<file path="src/rtl/div_pkg.sv">
// rtl/div_pkg.sv - shared state, error-code and width definitions for the divider front end
package div_pkg;
  localparam int DIVISOR_W  = 8;
  localparam int DIVIDEND_W = 16;

  typedef enum logic [1:0] {
    S_IDLE  = 2'd0,
    S_START = 2'd1,
    S_WAIT  = 2'd2,
    S_RESP  = 2'd3
  } state_t;

  localparam logic [1:0] ERR_OK  = 2'b00;
  localparam logic [1:0] ERR_DZ  = 2'b01;
  localparam logic [1:0] ERR_OVF = 2'b10;
  localparam logic [1:0] ERR_TMO = 2'b11;
endpackage

</file>
<file path="src/rtl/div_wdog.sv">
// rtl/div_wdog.sv - loadable down-counter with clear; expired while the count sits at zero
module div_wdog #(
  parameter int W = 8
) (
  input  logic         CLK,
  input  logic         Reset,
  input  logic         clear,
  input  logic         load,
  input  logic [W-1:0] load_val,
  output logic         expired
);
  logic [W-1:0] count;

  always_ff @(posedge CLK) begin
    if (!Reset || clear) begin
      count <= '0;
    end else if (load) begin
      count <= load_val;
    end else if (count != '0) begin
      count <= count - 1'b1;
    end
  end

  assign expired = (count == '0);
endmodule

</file>
<file path="src/rtl/div_issue_ctrl.sv">
// rtl/div_issue_ctrl.sv - operand screening, start pulse, done watchdog and result return
module div_issue_ctrl
  import div_pkg::*;
#(
  parameter int START_CYCLES = 2,
  parameter int TIMEOUT      = 64
) (
  input  logic                  CLK,
  input  logic                  Reset,
  input  logic                  in_valid,
  output logic                  in_ready,
  input  logic [DIVISOR_W-1:0]  in_a,
  input  logic [DIVIDEND_W-1:0] in_b,
  output logic                  div_start,
  output logic [DIVISOR_W-1:0]  div_a,
  output logic [DIVIDEND_W-1:0] div_b,
  input  logic                  div_done,
  input  logic [7:0]            div_q,
  input  logic [7:0]            div_r,
  output logic                  out_valid,
  input  logic                  out_ready,
  output logic [7:0]            out_q,
  output logic [7:0]            out_r,
  output logic [1:0]            out_err,
  output logic                  busy
);
  localparam int CNT_MAX = (TIMEOUT > START_CYCLES) ? TIMEOUT : START_CYCLES;
  localparam int CNT_W   = $clog2(CNT_MAX + 1);
  // START holds for START_CYCLES edges: load N-1 so the edge that sees zero leaves.
  localparam logic [CNT_W-1:0] START_LOAD = CNT_W'(START_CYCLES - 1);
  localparam logic [CNT_W-1:0] TMO_LOAD   = CNT_W'(TIMEOUT);

  state_t                  state, state_nxt;
  logic [DIVISOR_W-1:0]    a_nxt;
  logic [DIVIDEND_W-1:0]   b_nxt;
  logic                    start_nxt, valid_nxt;
  logic [7:0]              q_nxt, r_nxt;
  logic [1:0]              err_nxt;
  logic                    wd_clear, wd_load, wd_expired;
  logic [CNT_W-1:0]        wd_load_val;

  div_wdog #(.W(CNT_W)) u_wdog (
    .CLK      (CLK),
    .Reset    (Reset),
    .clear    (wd_clear),
    .load     (wd_load),
    .load_val (wd_load_val),
    .expired  (wd_expired)
  );

  always_comb begin
    state_nxt   = state;
    a_nxt       = div_a;
    b_nxt       = div_b;
    start_nxt   = 1'b0;
    valid_nxt   = out_valid;
    q_nxt       = out_q;
    r_nxt       = out_r;
    err_nxt     = out_err;
    wd_clear    = 1'b0;
    wd_load     = 1'b0;
    wd_load_val = START_LOAD;
    case (state)
      S_IDLE: begin
        if (in_valid && in_ready) begin
          a_nxt = in_a;
          b_nxt = in_b;
          if (in_a == '0) begin
            err_nxt   = ERR_DZ;
            q_nxt     = '0;
            r_nxt     = '0;
            valid_nxt = 1'b1;
            state_nxt = S_RESP;
          end else if (in_b[15:8] >= in_a) begin
            err_nxt   = ERR_OVF;
            q_nxt     = '0;
            r_nxt     = '0;
            valid_nxt = 1'b1;
            state_nxt = S_RESP;
          end else begin
            start_nxt = 1'b1;
            wd_load   = 1'b1;
            state_nxt = S_START;
          end
        end
      end
      S_START: begin
        if (wd_expired) begin
          wd_load     = 1'b1;
          wd_load_val = TMO_LOAD;
          state_nxt   = S_WAIT;
        end else begin
          start_nxt = 1'b1;
        end
      end
      S_WAIT: begin
        // done is checked first so it wins over a same-cycle timeout
        if (div_done) begin
          q_nxt     = div_q;
          r_nxt     = div_r;
          err_nxt   = ERR_OK;
          valid_nxt = 1'b1;
          wd_clear  = 1'b1;
          state_nxt = S_RESP;
        end else if (wd_expired) begin
          q_nxt     = '0;
          r_nxt     = '0;
          err_nxt   = ERR_TMO;
          valid_nxt = 1'b1;
          wd_clear  = 1'b1;
          state_nxt = S_RESP;
        end
      end
      S_RESP: begin
        if (out_ready) begin
          valid_nxt = 1'b0;
          state_nxt = S_IDLE;
        end
      end
      default: state_nxt = S_IDLE;
    endcase
  end

  always_ff @(posedge CLK) begin
    if (!Reset) begin
      state     <= S_IDLE;
      in_ready  <= 1'b0;
      busy      <= 1'b0;
      div_start <= 1'b0;
      div_a     <= '0;
      div_b     <= '0;
      out_valid <= 1'b0;
      out_q     <= '0;
      out_r     <= '0;
      out_err   <= ERR_OK;
    end else begin
      state     <= state_nxt;
      in_ready  <= (state_nxt == S_IDLE);
      busy      <= (state_nxt != S_IDLE);
      div_start <= start_nxt;
      div_a     <= a_nxt;
      div_b     <= b_nxt;
      out_valid <= valid_nxt;
      out_q     <= q_nxt;
      out_r     <= r_nxt;
      out_err   <= err_nxt;
    end
  end
endmodule

</file>
<file path="config.mk">
export PLATFORM = sky130hd
export DESIGN_NAME = div_issue_ctrl
export DESIGN_NICKNAME = d
export VERILOG_FILES = /design/src/rtl/div_pkg.sv /design/src/rtl/div_wdog.sv /design/src/rtl/div_issue_ctrl.sv
export SDC_FILE = /design/constraint.sdc
export NUM_CORES = 1
export LEC_CHECK = 0
export BUFFER_PORTS_ARGS = -buffer_cell sky130_fd_sc_hd__buf_2
export CORE_ASPECT_RATIO = 1.1
export CORE_MARGIN = 5
export CORE_UTILIZATION = 48
export CTS_CLUSTER_SIZE = 8
export DETAILED_ROUTE_END_ITERATION = 10
export GPL_TIMING_DRIVEN = 1
export HOLD_SLACK_MARGIN = 0.12
export MAX_ROUTING_LAYER = met4
export PLACE_DENSITY_LB_ADDON = 0.15
export SLEW_MARGIN = 20
export SYNTH_ARGS = -nofsm -noshare
export SYNTH_HDL_FRONTEND = slang
export SYNTH_SLANG_ARGS = --single-unit
</file>
<file path="constraint.sdc">
create_clock -name CLK -period 2.8 [get_ports CLK]
set_input_delay 0.28 -clock CLK [delete_from_list [all_inputs] [get_ports CLK]]
set_output_delay 0.28 -clock CLK [all_outputs]
set_load 0.03 [all_outputs]
</file>
==> metrics.cfg <==
[setup_path]
startpoint_type = register
worst_r2r_path_depth = 8
reg2reg_slack_ns = 0.66
worstSetupEndpointType = register
slowest_stage = dfxtp_1
crit_type = reg2reg
path_buf_inv = 2
crit_required_ns = 3.01
crit_chain = inv_1, ha_1, nor4b_4, a21oi_2, mux2_4, a211o_1, buf_4, a32o_1
critPathMaxStageDelay_ns = 0.34
r2r-end = out_q[5]$_SDFFE_PN0P_
worst_path_dominant_cell_family = compound AO/OA/AOI/OAI gates
r2r-start = u_wdog.count[0]$_SDFFE_PP0P_
cp.arrival_ns = 2.34
worstPathMaxFanout = 18

[synth]
ys_ff_latch = 55
yosys_warnings = 0
ys.flop_type = dfxtp_1
synth_edf_count = 0
synthCells = 260
ys_seq_area_frac = 0.4654
avgSynthCellArea_um2 = 9.100
syn_area_um2 = 2366
yosysUniqueCellTypes = 40
syn_nets = 314
async_reset_ff_frac = 0

[timing]
post-route-min-period_ns = 2.135
hold_viol = 0
relSlewSlack = 0.6152
setup_viol = 0
finalClockSkew_ns = 0.005611
whs_ns = 0.1707
max_slew.worst_pin.slew_ns = 0.5772
final_max_slew_viol_count = 0
rsz0062_at_grt = no
finalSetupTns_ns = 0
clock.fmax_ghz = 0.4684
period_share = 0.7625

[layout]
drive_above_1_share = 0.3169
syn_to_final_growth_pct = 23.64
nNetsFinal = 397
multi_input_area_um2 = 1141
fill_cells = 447
final-seq-area_um2 = 1101
diodes = 0

[drt]
totalWireLength_um = 5331
drt-wirelength-per-cell_um = 13.33
num_vias = 2035
dr.pass1.iters = 5
routed_via_density = 5.088
drc_errors = 0
drt_iter0_markers = 75
postRouteAntennaNets = 0

[grt]
use_met3 = 0.05076
grt_pass1_wl_um = 9018
grt_pass1_vias = 1939
antenna_found_initial = 0
grt_busiest_layer = met2
met1_usage = 0.2031
overflow = 0
gr-usage-met2 = 0.2788
grt_max_degree = 29
grt_use_total = 0.1714

[clock_network]
h-tree-depth = 2
cts_buffers = 5
cts_buffer_depth = 2
cts-root-buf = clkbuf_8
worstSkewPairLatency_ns = 0.31
cts_hold_buf = 0
cts_tree = built
post_cts_buffers = 0
clkSlewWorstSetupHoldPaths_ns = 0.10
cts.sinks = 55
cts_resized = 0

[power_and_ir_drop]
power.total_mw = 2.275
leakage_nw = 1.367
peakVddDrop_mv = 0.4533
power_density_nw_per_um2 = 777.8

[floorplan]
die_x_um = 76.94
pin_count = 91
start_util = 0.5016
std_cell_rows = 26
core-area_um2 = 4717
die_y_um = 83.64
dieArea_um2 = 6435

[hold_path]
worstHoldPathCells = 2
min_to = out_q[6]$_SDFFE_PN0P_
hold_start = div_q[6]
min_path_type = in2reg

[place]
dp_hpwl_um = 3945
gp_congestion = 0.8166
portBuffers = 90

[outcome]
outcome = complete, no violations

[run]
max-cap-violations = 0

==> cells in the mapped netlist, drive strengths merged (3+ instances only) <==
cell | instances | area, µm²
nor4 | 4 | 25.02
clkbuf | 15 | 56.30
or3 | 4 | 25.02
inv | 11 | 41.29
nand2 | 57 | 214.0
a32o | 16 | 160.2
dfxtp | 55 | 1101
xnor2 | 3 | 26.28
ha | 9 | 112.6
nor2 | 12 | 47.55
nand3 | 4 | 20.02
a21oi | 8 | 47.55
mux2i | 3 | 30.03
buf | 3 | 31.27
o21ai | 4 | 20.02
and2 | 3 | 18.77
a21boi | 25 | 187.7
nand2b | 3 | 18.77
==> report_power, final <==
part	switching, mW	total [mW]	internal, mW
clock	0.258	0.438	0.180
combinational	0.510	0.840	0.329
sequential	0.0937	0.998	0.904
total	0.862	2.28	1.41
==> worst register-to-register path, stage by stage, from the launching register on <==
cell and delay (ns):
dfxtp_1 0.34, inv_1 0.09, ha_1 0.22, nor4b_4 0.27, a21oi_2 0.12, mux2_4 0.26
a211o_1 0.26, buf_4 0.20, a32o_1 0.28
==> worst max-delay path by stage <==
stage,from,endpoint,depth (start not counted)
detailed placement,in_a[5],out_err[1]$_SDFFE_PN0P_,9
global placement,in_a[5],out_err[1]$_SDFFE_PN0P_,9
finish,u_wdog.count[0]$_SDFFE_PP0P_,out_q[5]$_SDFFE_PN0P_,8
global route,u_wdog.count[0]$_SDFFE_PP0P_,out_q[0]$_SDFFE_PN0P_,8
CTS,u_wdog.count[0]$_SDFFE_PP0P_,out_q[5]$_SDFFE_PN0P_,8
floorplan,u_wdog.count[0]$_SDFFE_PP0P_,out_q[6]$_SDFFE_PN0P_,9
==> sequential cells by signal (all words and copies together) (netlist names) <==
signal	count
div_start	1
state	2
u_wdog.count	7
out_r	8
out_q	8
div_a	8
in_ready	1
out_valid	1
busy	1
div_b	16
out_err	2
==> placed cells by master (no fill, tap or decap), drive strengths merged, types with 2 or more instances in the layout <==
cell,n
mux2i,3
o21ai,4
a211o,2
nor2b,2
clkbuf,5
a32o,16
or3,4
nand2,57
and3,2
and2,3
nand4,2
clkinv,2
a21oi,8
dfxtp,55
nor4,4
ha,9
nand2b,3
nand3,4
a21boi,25
xnor2,3
nor2,12
buf,94
inv,12
==> cell families (layout without fill, tap and decap cells) <==
kind of cell	Yosys count	in the layout	share of synthesized area
AO/OA/AOI/OAI	62	62	0.2078
buffers and inverters	29	113	0.05446
adder cells (fa/ha/maj)	9	9	0.04759
AND/OR/NAND/NOR	98	98	0.1946
XOR/XNOR	3	3	0.01111
multiplexers	4	4	0.01904
flip-flops	55	55	0.4654
==> cell type report <==
class / count / area share
clock inverters: 3 / 0.007699
clock buffers: 5 / 0.02352
multi-input cells: 176 / 0.3901
repair buffers: 94 / 0.1642
well taps: 56 / 0.02395
flip-flops and latches: 55 / 0.3764
inverters: 11 / 0.01411
==> metrics by stage <==
stage | worst slack, ns | instances | util | instance area [µm²]
floorplan | 0.7590 | 260 | - | 2366
global placement | 0.6166 | 392 | 0.6008 | 2834
detailed placement | 0.5708 | 392 | 0.6008 | 2834
CTS | 0.6625 | 400 | 0.6202 | 2925
global route | 0.5205 | 400 | 0.6202 | 2925
finish | 0.6649 | 400 | 0.6202 | 2925
==> layer usage <==
metal,up-vias,part of all wire,wire length (µm)
li1,1068,-,-
met1,906,0.44,2351
met2,52,0.47,2521
met3,9,0.071,377
met4,0,0.015,82
met5,-,0,0
No activity file was read; power rests on OpenSTA's default activity.
